`src/rtl/ct_add_arbiter_pkg.sv`:
```
// ct_add_arbiter_pkg
//   Shared types for the ciphertext modular-add arbiter.
//   - N_SLOTS_L / W_BITS_L : slots per polynomial and coefficient width
//   - vec_t                : one polynomial, N_SLOTS_L coefficients of W_BITS_L bits
//   - CT_t                 : ciphertext, polynomial pair (A, B)
//   - ct_add_state_e       : arbiter FSM states
package ct_add_arbiter_pkg;

  localparam int N_SLOTS_L = 8;
  localparam int W_BITS_L  = 16;

  typedef logic [N_SLOTS_L-1:0][W_BITS_L-1:0] vec_t;

  typedef struct packed {
    vec_t a;
    vec_t b;
  } CT_t;

  typedef enum logic [1:0] {
    IDLE,
    RUN,
    DONE
  } ct_add_state_e;

endpackage

```
`src/rtl/ct_add_arbiter_if.sv`:
```
// ct_add_arbiter_if
//   Groups the request side and the result side of the arbiter.
//   Requester side : req_valid, req_ready (one-hot grant), req_ct1, req_ct2
//   Result side    : out_valid, out_ready, out_ct, out_id
//   modport slave  : the arbiter
//   modport master : the environment (issue logic and result buffer)
interface ct_add_arbiter_if
  import ct_add_arbiter_pkg::*;
#(
  parameter int NREQ = 2,
  parameter int IDW  = $clog2(NREQ)
);

  logic [NREQ-1:0] req_valid;
  logic [NREQ-1:0] req_ready;
  CT_t  [NREQ-1:0] req_ct1;
  CT_t  [NREQ-1:0] req_ct2;

  logic            out_valid;
  logic            out_ready;
  CT_t             out_ct;
  logic [IDW-1:0]  out_id;

  modport slave (
    input  req_valid, req_ct1, req_ct2, out_ready,
    output req_ready, out_valid, out_ct, out_id
  );

  modport master (
    output req_valid, req_ct1, req_ct2, out_ready,
    input  req_ready, out_valid, out_ct, out_id
  );

endinterface

```
`src/rtl/ct_add_arbiter_mod_add_lane.sv`:
```
// ct_add_arbiter_mod_add_lane
//   Combinational single-coefficient modular add: r = (a + b) mod QP,
//   done as one conditional subtraction on the W+1 bit sum.
//   Ports: a, b (W bits, expected < QP), r (W bits).
module ct_add_arbiter_mod_add_lane #(
  parameter int          W  = 16,
  parameter logic [W-1:0] QP = 16'd7710
) (
  input  logic [W-1:0] a,
  input  logic [W-1:0] b,
  output logic [W-1:0] r
);

  logic [W:0] sum;

  // Out-of-range operands get only this single subtraction, never a second one.
  always_comb begin
    sum = {1'b0, a} + {1'b0, b};
    r   = (sum >= {1'b0, QP}) ? W'(sum - {1'b0, QP}) : W'(sum);
  end

endmodule

```
`src/rtl/ct_add_arbiter.sv`:
```
// ct_add_arbiter
//   Shares one ciphertext modular-add datapath between NREQ requesters.
//   A round-robin grant picks a requester in IDLE, both operand
//   ciphertexts are latched, then one slot of A and B is summed per cycle.
//   The finished ciphertext and requester id are held on out_valid/out_ready.
//   Ports:
//     clk, rst_n : clock (rising edge), async active-low reset
//     bus        : ct_add_arbiter_if.slave (request and result handshakes)
//     busy       : high whenever the FSM is not IDLE
module ct_add_arbiter
  import ct_add_arbiter_pkg::*;
#(
  parameter int           N    = N_SLOTS_L,
  parameter int           W    = W_BITS_L,
  parameter logic [W-1:0] QP   = 16'd7710,
  parameter int           NREQ = 2
) (
  input  logic              clk,
  input  logic              rst_n,
  ct_add_arbiter_if.slave   bus,
  output logic              busy
);

  localparam int IDW = $clog2(NREQ);
  localparam int SW  = (N > 1) ? $clog2(N) : 1;

  ct_add_state_e  state_q, state_d;
  logic [IDW-1:0] rr_ptr_q, rr_ptr_d;
  logic [SW-1:0]  slot_q, slot_d;
  CT_t            ct1_q, ct1_d;
  CT_t            ct2_q, ct2_d;
  CT_t            out_ct_q, out_ct_d;
  logic [IDW-1:0] out_id_q, out_id_d;
  logic           out_valid_q, out_valid_d;

  logic           grant_valid;
  logic [IDW-1:0] grant_idx;
  logic [W-1:0]   sum_a;
  logic [W-1:0]   sum_b;

  // Requester index reached by stepping offset places past base, modulo NREQ.
  function automatic logic [IDW-1:0] rr_index(input logic [IDW-1:0] base, input int offset);
    int idx;
    idx = int'(base) + offset;
    if (idx >= NREQ) idx = idx - NREQ;
    return IDW'(idx);
  endfunction

  // Scan from the highest offset down so the nearest valid requester to
  // rr_ptr is the last one written and therefore wins.
  always_comb begin
    grant_valid = 1'b0;
    grant_idx   = '0;
    for (int k = NREQ - 1; k >= 0; k--) begin
      if (bus.req_valid[rr_index(rr_ptr_q, k)]) begin
        grant_valid = 1'b1;
        grant_idx   = rr_index(rr_ptr_q, k);
      end
    end
  end

  // Grant is only offered in IDLE, so a handshake can never land mid-operation.
  always_comb begin
    bus.req_ready = '0;
    if (state_q == IDLE && grant_valid) begin
      bus.req_ready[grant_idx] = 1'b1;
    end
  end

  ct_add_arbiter_mod_add_lane #(.W(W), .QP(QP)) u_lane_a (
    .a (ct1_q.a[slot_q]),
    .b (ct2_q.a[slot_q]),
    .r (sum_a)
  );

  ct_add_arbiter_mod_add_lane #(.W(W), .QP(QP)) u_lane_b (
    .a (ct1_q.b[slot_q]),
    .b (ct2_q.b[slot_q]),
    .r (sum_b)
  );

  // Next-state logic; out_valid is set on the RUN->DONE edge so it comes
  // straight from a flop.
  always_comb begin
    state_d     = state_q;
    rr_ptr_d    = rr_ptr_q;
    slot_d      = slot_q;
    ct1_d       = ct1_q;
    ct2_d       = ct2_q;
    out_ct_d    = out_ct_q;
    out_id_d    = out_id_q;
    out_valid_d = out_valid_q;
    unique case (state_q)
      IDLE: begin
        if (grant_valid) begin
          ct1_d    = bus.req_ct1[grant_idx];
          ct2_d    = bus.req_ct2[grant_idx];
          out_id_d = grant_idx;
          slot_d   = '0;
          state_d  = RUN;
        end
      end
      RUN: begin
        out_ct_d.a[slot_q] = sum_a;
        out_ct_d.b[slot_q] = sum_b;
        if (slot_q == SW'(N - 1)) begin
          slot_d      = '0;
          out_valid_d = 1'b1;
          state_d     = DONE;
        end else begin
          slot_d = slot_q + SW'(1);
        end
      end
      DONE: begin
        // The requester just served drops to lowest priority.
        if (bus.out_ready) begin
          out_valid_d = 1'b0;
          rr_ptr_d    = (out_id_q == IDW'(NREQ - 1)) ? '0 : out_id_q + IDW'(1);
          state_d     = IDLE;
        end
      end
      default: begin
        state_d = IDLE;
      end
    endcase
  end

  // Reset clears operands and partial sums as well as control state.
  always_ff @(posedge clk or negedge rst_n) begin
    if (!rst_n) begin
      state_q     <= IDLE;
      rr_ptr_q    <= '0;
      slot_q      <= '0;
      ct1_q       <= '0;
      ct2_q       <= '0;
      out_ct_q    <= '0;
      out_id_q    <= '0;
      out_valid_q <= 1'b0;
    end else begin
      state_q     <= state_d;
      rr_ptr_q    <= rr_ptr_d;
      slot_q      <= slot_d;
      ct1_q       <= ct1_d;
      ct2_q       <= ct2_d;
      out_ct_q    <= out_ct_d;
      out_id_q    <= out_id_d;
      out_valid_q <= out_valid_d;
    end
  end

  assign bus.out_valid = out_valid_q;
  assign bus.out_ct    = out_ct_q;
  assign bus.out_id    = out_id_q;
  assign busy          = (state_q != IDLE);

endmodule
```
`src/flat_wrapper.sv`:
```
// flat-port wrapper written by rule: the top's interface ports become plain ports
module ct_add_arbiter_flat import ct_add_arbiter_pkg::*;
#(
  parameter int           N    = N_SLOTS_L,
  parameter int           W    = W_BITS_L,
  parameter logic [W-1:0] QP   = 16'd7710,
  parameter int           NREQ = 2
)
  (clk, rst_n, busy, bus_req_valid, bus_req_ct1, bus_req_ct2, bus_out_ready, bus_req_ready, bus_out_valid, bus_out_ct, bus_out_id);
  ct_add_arbiter_if #(.NREQ(NREQ)) bus_i ();
  input  logic clk;
  input  logic rst_n;
  output logic busy;
  input wire logic [$bits(bus_i.req_valid)-1:0] bus_req_valid;
  input wire logic [$bits(bus_i.req_ct1)-1:0] bus_req_ct1;
  input wire logic [$bits(bus_i.req_ct2)-1:0] bus_req_ct2;
  input wire logic [$bits(bus_i.out_ready)-1:0] bus_out_ready;
  output wire logic [$bits(bus_i.req_ready)-1:0] bus_req_ready;
  output wire logic [$bits(bus_i.out_valid)-1:0] bus_out_valid;
  output wire logic [$bits(bus_i.out_ct)-1:0] bus_out_ct;
  output wire logic [$bits(bus_i.out_id)-1:0] bus_out_id;
  assign bus_i.req_valid = bus_req_valid;
  assign bus_i.req_ct1 = bus_req_ct1;
  assign bus_i.req_ct2 = bus_req_ct2;
  assign bus_i.out_ready = bus_out_ready;
  assign bus_req_ready = bus_i.req_ready;
  assign bus_out_valid = bus_i.out_valid;
  assign bus_out_ct = bus_i.out_ct;
  assign bus_out_id = bus_i.out_id;
  ct_add_arbiter #(.N(N), .W(W), .QP(QP), .NREQ(NREQ)) u_core (.clk(clk), .rst_n(rst_n), .bus(bus_i), .busy(busy));
endmodule
```
`config.mk`:
```
export PLATFORM = sky130hd
export DESIGN_NAME = ct_add_arbiter_flat
export DESIGN_NICKNAME = d
export VERILOG_FILES = /design/src/rtl/ct_add_arbiter_pkg.sv /design/src/rtl/ct_add_arbiter_if.sv /design/src/rtl/ct_add_arbiter_mod_add_lane.sv /design/src/rtl/ct_add_arbiter.sv /design/src/flat_wrapper.sv
export SDC_FILE = /design/constraint.sdc
export NUM_CORES = 1
export LEC_CHECK = 0
export ABC_AREA = 1
export ABC_CLOCK_PERIOD_IN_PS = 5990
export CORE_AREA = 2 2 499 501
export DETAILED_ROUTE_END_ITERATION = 12
export DIE_AREA = 0 0 501 503
export GPL_ROUTABILITY_DRIVEN = 0
export GPL_TIMING_DRIVEN = 1
export PLACE_DENSITY_LB_ADDON = 0.3
export SYNTH_ARGS = -nofsm -noshare
export SYNTH_HDL_FRONTEND = slang
export SYNTH_SLANG_ARGS = --single-unit
```
`constraint.sdc`:
```
create_clock -name clk -period 5.99 [get_ports clk]
set_clock_uncertainty 0.15 [all_clocks]
set_input_delay 1.4975 -clock clk [delete_from_list [all_inputs] [get_ports clk]]
set_output_delay 1.4975 -clock clk [all_outputs]
set_load 0.01 [all_outputs]
```
Word level (Yosys, flattened, before mapping)
Cells that the tools add are included.
{ "op_classes": {"addsub": 9, "order_cmp": 10, "eq_ne": 6, "n_mux": 42, "n_reduce_logical": 12} }
{ "op_table": {"columns": ["operator", "n"], "rows": [
  ["$mux W256", 4],
  ["$bwmux W128", 2],
  ["$bmux W16 S3", 4],
  ["$mux W16", 7],
  ["$demux W16 S3", 1],
  ["$add A16 B16 Y17", 2],
  ["$ge A17 B13 Y1 const B", 2],
  ["$sub A16 B13 Y16 const B", 2],
  ["$mux W1", 14],
  ["$mux W2", 4],
  ["$lt A1 B2 Y1 const B", 3],
  ["$mux W3", 2],
  ["$pmux W2 S3", 1],
  ["$pmux W3 S2", 1],
  ["$reduce_and A2 Y1", 3],
  ["$reduce_and A3 Y1", 2],
  ["$reduce_bool A2 Y1", 3],
  ["$lt A3 B4 Y1 const B", 1],
  ["$ne A2 B1 Y1 const B", 2],
  ["$add A3 B1 Y3 const B", 1],
  ["$eq A3 B3 Y1 const B", 1],
  ["$ge A3 B1 Y1 const B", 1],
  ["$logic_and A1 B1 Y1", 3],
  ["$add A1 B1 Y2 const B", 1],
  ["other kinds (11)", 12]
]} }
{ "totals": {"ff_bits": 776, "input_bits": 1029, "out_inout_bits": 261, "wordCells": 132} }

Depth between registers and ports, before layout
{ "depth": {"word_depth": 12, "mapped_depth": 29, "mapped_depth_nobuf": 27} }

By module
From an unflattened synthesis, not the netlist that was laid out.
{ "unflattened": {"cells_unflattened": 5999, "area_unflattened_um2": 42482.0} }
{ "by_module_without_submodules": {"columns": ["module", "instances", "cells_per_inst", "area_each_um2"], "rows": [
  ["ct_add_arbiter", 1, 5305, 39008.7],
  ["ct_add_arbiter_mod_add_lane", 2, 347, 1736.7]
]} }

Least setup slack after synthesis
Ideal clock, no wire load.
{ "synth_path": {"kind": "in2out", "from": "input port bus_req_valid[1]", "to": "output port bus_req_ready[0]", "arrival_time_ns": 2.576, "t_required_ns": 4.343, "slack_ns": 1.766, "cell_stages": 4, "cell_sequence": "o21ai_1 a21oi_1 clkbuf_1 clkbuf_1"} }
{ "synth_between": {"elab_chain_len": 9, "elab_cells_between_ends": 15, "classes_between": "order compare (2); mux (11); reduce/logical (2)"} }
{ "synth_lines": {"columns": ["element", "line", "rtl"], "rows": [
  ["from (decl)", "flat_wrapper.sv:14", "input wire logic [$bits(bus_i.req_valid)-1:0] bus_req_valid;"],
  ["$mux W1 (not written as such) (2 in series)", "ct_add_arbiter.sv:55", "if (bus.req_valid[rr_index(rr_ptr_q, k)]) begin"],
  ["$mux W1 (2 in series)", "ct_add_arbiter.sv:55", null],
  ["$lt A1 B2 Y1 (not written as such) / $ge A1 B1 Y1 (equally long branches)", "ct_add_arbiter.sv:66", "bus.req_ready[grant_idx] = 1'b1;"],
  ["$logic_and A1 B1 Y1 (not written as such)", "ct_add_arbiter.sv:66", null],
  ["$mux W1 (not written as such)", "ct_add_arbiter.sv:66", null],
  ["$demux W1 S1", null, null],
  ["$mux W2 (*)", "ct_add_arbiter.sv:65", "if (state_q == IDLE && grant_valid) begin"],
  ["to (decl)", "flat_wrapper.sv:18", "output wire logic [$bits(bus_i.req_ready)-1:0] bus_req_ready;"]
]} }
Every way passes the cells marked *; elsewhere a longest branch is shown, timed or not. The select of a mux whose other input is x is not followed.

Worst setup path after layout
{ "layout_path": {"from": "register u_core.slot_q[2]", "to": "register u_core.out_ct_q, in the netlist u_core.bus.out_ct[105]"} }
{ "layout_between": {"elab_chain_len": 6, "elab_cells_between_ends": 14, "classes_between": "add/sub (2); order compare (3); mux (8); reduce/logical (1)"} }
{ "layout_lines": {"columns": ["element", "line", "rtl"], "rows": [
  ["from (decl)", "ct_add_arbiter.sv:29", "logic [SW-1:0] slot_q, slot_d;"],
  ["from (signal assigned)", "ct_add_arbiter.sv:142", "slot_q <= slot_d;"],
  ["$bmux W16 S3, on equally long branches", "ct_add_arbiter.sv:77, ct_add_arbiter.sv:78", null],
  ["$mux W16, on equally long branches", "ct_add_arbiter.sv:77, ct_add_arbiter.sv:78", null],
  ["$add A16 B16 Y17", "ct_add_arbiter_mod_add_lane.sv:18", "sum = {1'b0, a} + {1'b0, b};"],
  ["$sub A16 B13 Y16 / $ge A17 B13 Y1 (equally long branches)", "ct_add_arbiter_mod_add_lane.sv:19", "r = (sum >= {1'b0, QP}) ? W'(sum - {1'b0, QP}) : W'(sum);"],
  ["$mux W16", "ct_add_arbiter_mod_add_lane.sv:19", null],
  ["$bwmux W128 (*)", "ct_add_arbiter.sv:105", "out_ct_d.b[slot_q] = sum_b;"],
  ["to (signal assigned)", "ct_add_arbiter.sv:145", "out_ct_q <= out_ct_d;"],
  ["to (decl)", "ct_add_arbiter.sv:32", "CT_t out_ct_q, out_ct_d;"]
]} }
Marks and branches as above.
A chain may end at the register's enable or synchronous reset.

==> reports/summary.md <==
The flow ran to the end, and the final reports show no timing, DRC or antenna violations. The maximum level of the CTS H-tree was 3; the placed cell count was 9307. For the starting utilization of the core area, the log shows 0.155. After synthesis, the cell types taking the most area are sky130_fd_sc_hd__dfrtp_1, sky130_fd_sc_hd__nand2_1, sky130_fd_sc_hd__nand3_1. For the clock sink count, the log shows 776.

The number of hold-slack violations in the final timing report is 0, and the count of input and output buffers is 1289. The setup TNS was 0 ns; the total of warnings raised by yosys was 0. Entering global routing, the biggest net connects 182 pins.

The number of fill cells in the layout was 27223; the number of design-rule violations left by the first detailed-router iteration was 3708. The tree is rooted in a sky130_fd_sc_hd__clkbuf_16. The worst endpoint required time is 6.48 ns, and the fraction of layout instances using a drive strength above 1 is 0.0686. The die extent in y is 503 microns. The initial antenna violation count came out at 164.

Synthesis produced 4937 cells. The sequential fraction of the synthesis area came out at 0.509. TritonCTS built the clock tree.

The iteration count of the initial detailed-routing pass was 5; the number of max-cap violations was 0. The summed instance area of the synthesized netlist was 38200 sq um. The average routed wire per standard cell is 28.1 microns, and the leakage power summed over all cells is 0.0266 uW. For the normalized max-slew margin, the log shows 0.223. Number of setup violations in the final report: 0. The clock latency on the worst-skew pair was 0.78 ns; the number of flops mapped to enable cells by yosys was 0. The tools report the endpoint arrival time on the critical path as 6.17 ns.

sky130_fd_sc_hd__dfrtp_1 takes more of the synthesized area than any other cell. The remaining routing DRC violations was 0; the actual slew at the worst max-slew pin was 1.17 ns. Dividing the detail-routed via count by the number of cells gives 4.39. The detail route stage leaves a number of antenna-violating nets equal to 0. The run gives 0.218 as the sequential power share.

The power density over cell area was 771 nW/um^2; the switching power of the nets was 25200 uW. The minimum clock period was 5.68 ns; the row count was 183. The combinational power share was 0.643.

Critical path capture point type: a register. The run gives 268 mm as the total detailed-routing wirelength. The tools report the floorplan core area as 247000 sq um.

For the share of total power in the clock network, the log shows 0.140. The top cell types in the final layout, fill and taps aside, are sky130_fd_sc_hd__nand2_1, sky130_fd_sc_hd__clkdlybuf4s50_1, sky130_fd_sc_hd__dfrtp_1. VDD sags by at most 1030 uV. The total global routing overflow was 0; the clock transition at the registers of the reported paths was 0.06 ns. The overall fraction of global-route tracks in use was 0.206; the total I/O pin count was 1290. The proportion of total power due to net switching is 0.553. For the number of buffers created by CTS, the log shows 97. The internal power of the cells totals 20300 uW.

In this run the horizontal extent of the chip is 501 microns. The die area was 252000 sq um; the post-synthesis register bit count was 776. In the synthesized netlist the dominant register cell turns out to be sky130_fd_sc_hd__dfrtp_1. The worst min-delay path category is reg -> reg. Portion of synthesized cell area occupied by the leading cell type: 0.509. The maximum fanout along the worst path is 12. The global-route wire length before repair is 358 mm, and the via count of the first global-routing pass is 41291.

Final HPWL from detailed placement: 214 mm. The async set-reset flop share out of synthesis is 1.00, and the synthesized net count is 6004. The logs give 41968 for the total number of vias and 176 MHz for the highest clock frequency the design can meet.

The average cell area after synthesis is 7.73 sq um, and the final clock period utilization by the worst path is 0.948. The tools report the number of nets in the layout as 7242. Leaving out fill and tap cells, the most frequent cell in the layout is sky130_fd_sc_hd__nand2_1. The critical path in this run is classified as reg -> reg. Kind of start point of the critical path: a register.

The longest clock path from root to sink contains 3 buffers. The count of non-filler cells in the finished layout is 9564, and the area added between synthesis and finish is 54.8%. The number of different library cells in the post-synthesis netlist is 47, and the max-slew violation count is 0.
==> synthesized netlist by cell type (7+ instances only) <==
cell and number:
sky130_fd_sc_hd__xnor2_1 7, sky130_fd_sc_hd__a221oi_1 62, sky130_fd_sc_hd__inv_1 192, sky130_fd_sc_hd__nor2_1 53
sky130_fd_sc_hd__nand2_1 2420, sky130_fd_sc_hd__a21oi_1 29, sky130_fd_sc_hd__dfrtp_1 776, sky130_fd_sc_hd__o22ai_1 39
sky130_fd_sc_hd__nand3_1 636, sky130_fd_sc_hd__a22oi_1 157, sky130_fd_sc_hd__nand4_1 62, sky130_fd_sc_hd__nor2_2 7
sky130_fd_sc_hd__buf_1 10, sky130_fd_sc_hd__ha_1 36, sky130_fd_sc_hd__xor2_1 8, sky130_fd_sc_hd__o21ai_0 39
sky130_fd_sc_hd__clkbuf_1 256, sky130_fd_sc_hd__nand4_2 11, sky130_fd_sc_hd__nand2_4 13, sky130_fd_sc_hd__a22o_1 17
sky130_fd_sc_hd__clkinv_1 8, sky130_fd_sc_hd__nand2_2 24, sky130_fd_sc_hd__inv_2 17
==> cell families after synthesis <==
group                      synth area share
AOI/OAI and AO/OA                    0.0675
buffers and inverters                0.0502
DFF                                   0.509
xor gates and xnor gates            0.00515
adders and majority gates            0.0128
and+or+nand+nor                       0.356
==> worst max-delay path: stages, from the launching register on <==
cell and delay (ns):
sky130_fd_sc_hd__dfrtp_1 0.44, sky130_fd_sc_hd__inv_1 0.24, sky130_fd_sc_hd__nor3_2 0.11, sky130_fd_sc_hd__inv_2 0.28, sky130_fd_sc_hd__buf_4 0.22, sky130_fd_sc_hd__o22ai_1 0.18, sky130_fd_sc_hd__a221oi_2 0.38, sky130_fd_sc_hd__buf_4 0.21
sky130_fd_sc_hd__nand4_1 0.36, sky130_fd_sc_hd__ha_1 0.55, sky130_fd_sc_hd__a21oi_1 0.38, sky130_fd_sc_hd__o21a_1 0.18, sky130_fd_sc_hd__nand2_1 0.05, sky130_fd_sc_hd__a21oi_1 0.13, sky130_fd_sc_hd__nand3_1 0.28, sky130_fd_sc_hd__nor2_4 0.32
sky130_fd_sc_hd__buf_4 0.28, sky130_fd_sc_hd__a21boi_0 0.12, sky130_fd_sc_hd__nand2_1 0.08, sky130_fd_sc_hd__nand2_1 0.38, sky130_fd_sc_hd__nand2_1 0.17, sky130_fd_sc_hd__nand2_1 0.06
==> through the flow <==
step	cell area, sq um	worst slack, ns	power (uW)	utilization	hold slack, ns
4_1_cts	58800	0.0320	45700	0.238	0.331
3_3_place_gp	55400	-0.107	38700	0.224	0.314
5_1_grt	59000	-0.0108	48700	0.239	0.358
2_1_floorplan	38200	1.77	25000	-	0.303
6_report	59100	0.314	45500	0.239	0.331
3_5_place_dp	55400	-0.263	39000	0.224	0.315
==> metal layers <==
layer	wire length [microns]	global-route usage	up-vias
met3	21300	0.0567	410
met5	458	0	-
met4	8510	0.0708	72
li1	-	-	18677
met2	123000	0.328	2035
met1	115000	0.266	20774
==> power groups by stage <==
stage / clock, uW / sequential [uW] / combinational [uW]
final: 6350 / 9910 / 29300
after floorplan: 0 / 9280 / 15700
after CTS: 6510 / 9900 / 29300
after global placement: 0 / 9920 / 28800
after global routing: 6700 / 10100 / 31900
after detailed placement: 0 / 9960 / 29100
==> what timing repair did <==
item / CTS / global route
gates resized for setup: 6 / 14
gates cloned: 1 / 0
hold buffers: 0 / 0
buffers inserted: 0 / 5
pin swaps: 2 / 5
endpoints found under the setup margin: 136 / 174
==> registers in the layout, indices dropped and copies added (netlist names) <==
name and flops:
u_core.state_q 2, u_core.rr_ptr_q 1, u_core.bus.out_ct 256, u_core.ct1_q 256
u_core.bus.out_id 1, u_core.bus.out_valid 1, u_core.slot_q 3, u_core.ct2_q 256
==> final cells by class <==
type	instances	area [sq um]	share of cell area
Clock buffer	141	2890	0.0489
Tap cell	3237	4050	0.0685
Clock inverter	39	527	0.00891
Timing Repair Buffer	1415	14100	0.239
Multi-Input combinational cell	3668	17100	0.289
Sequential cell	776	19400	0.329
Antenna cell	71	178	0.00301
Inverter	217	826	0.0140
==> worst paths after layout <==
path / cells after the start / slack, ns / from / to
worst max-delay path: 21 / 0.31 / u_core.slot_q[2]$_DFFE_PN0P_ / u_core.bus.out_ct[105]$_DFFE_PN0P_
worst min-delay path: 2 / 0.33 / u_core.bus.out_ct[100]$_DFFE_PN0P_ / u_core.bus.out_ct[100]$_DFFE_PN0P_
worst max register to register: 21 / 0.31 / u_core.slot_q[2]$_DFFE_PN0P_ / u_core.bus.out_ct[105]$_DFFE_PN0P_
worst min register to register: 2 / 0.33 / u_core.bus.out_ct[100]$_DFFE_PN0P_ / u_core.bus.out_ct[100]$_DFFE_PN0P_
max in group asynchronous: 2 / 3.47 / rst_n / u_core.ct2_q[145]$_DFFE_PN0P_
min in group asynchronous: 1 / 0.63 / rst_n / u_core.ct1_q[206]$_DFFE_PN0P_
Note: power is estimated with default switching activity, not from simulation.
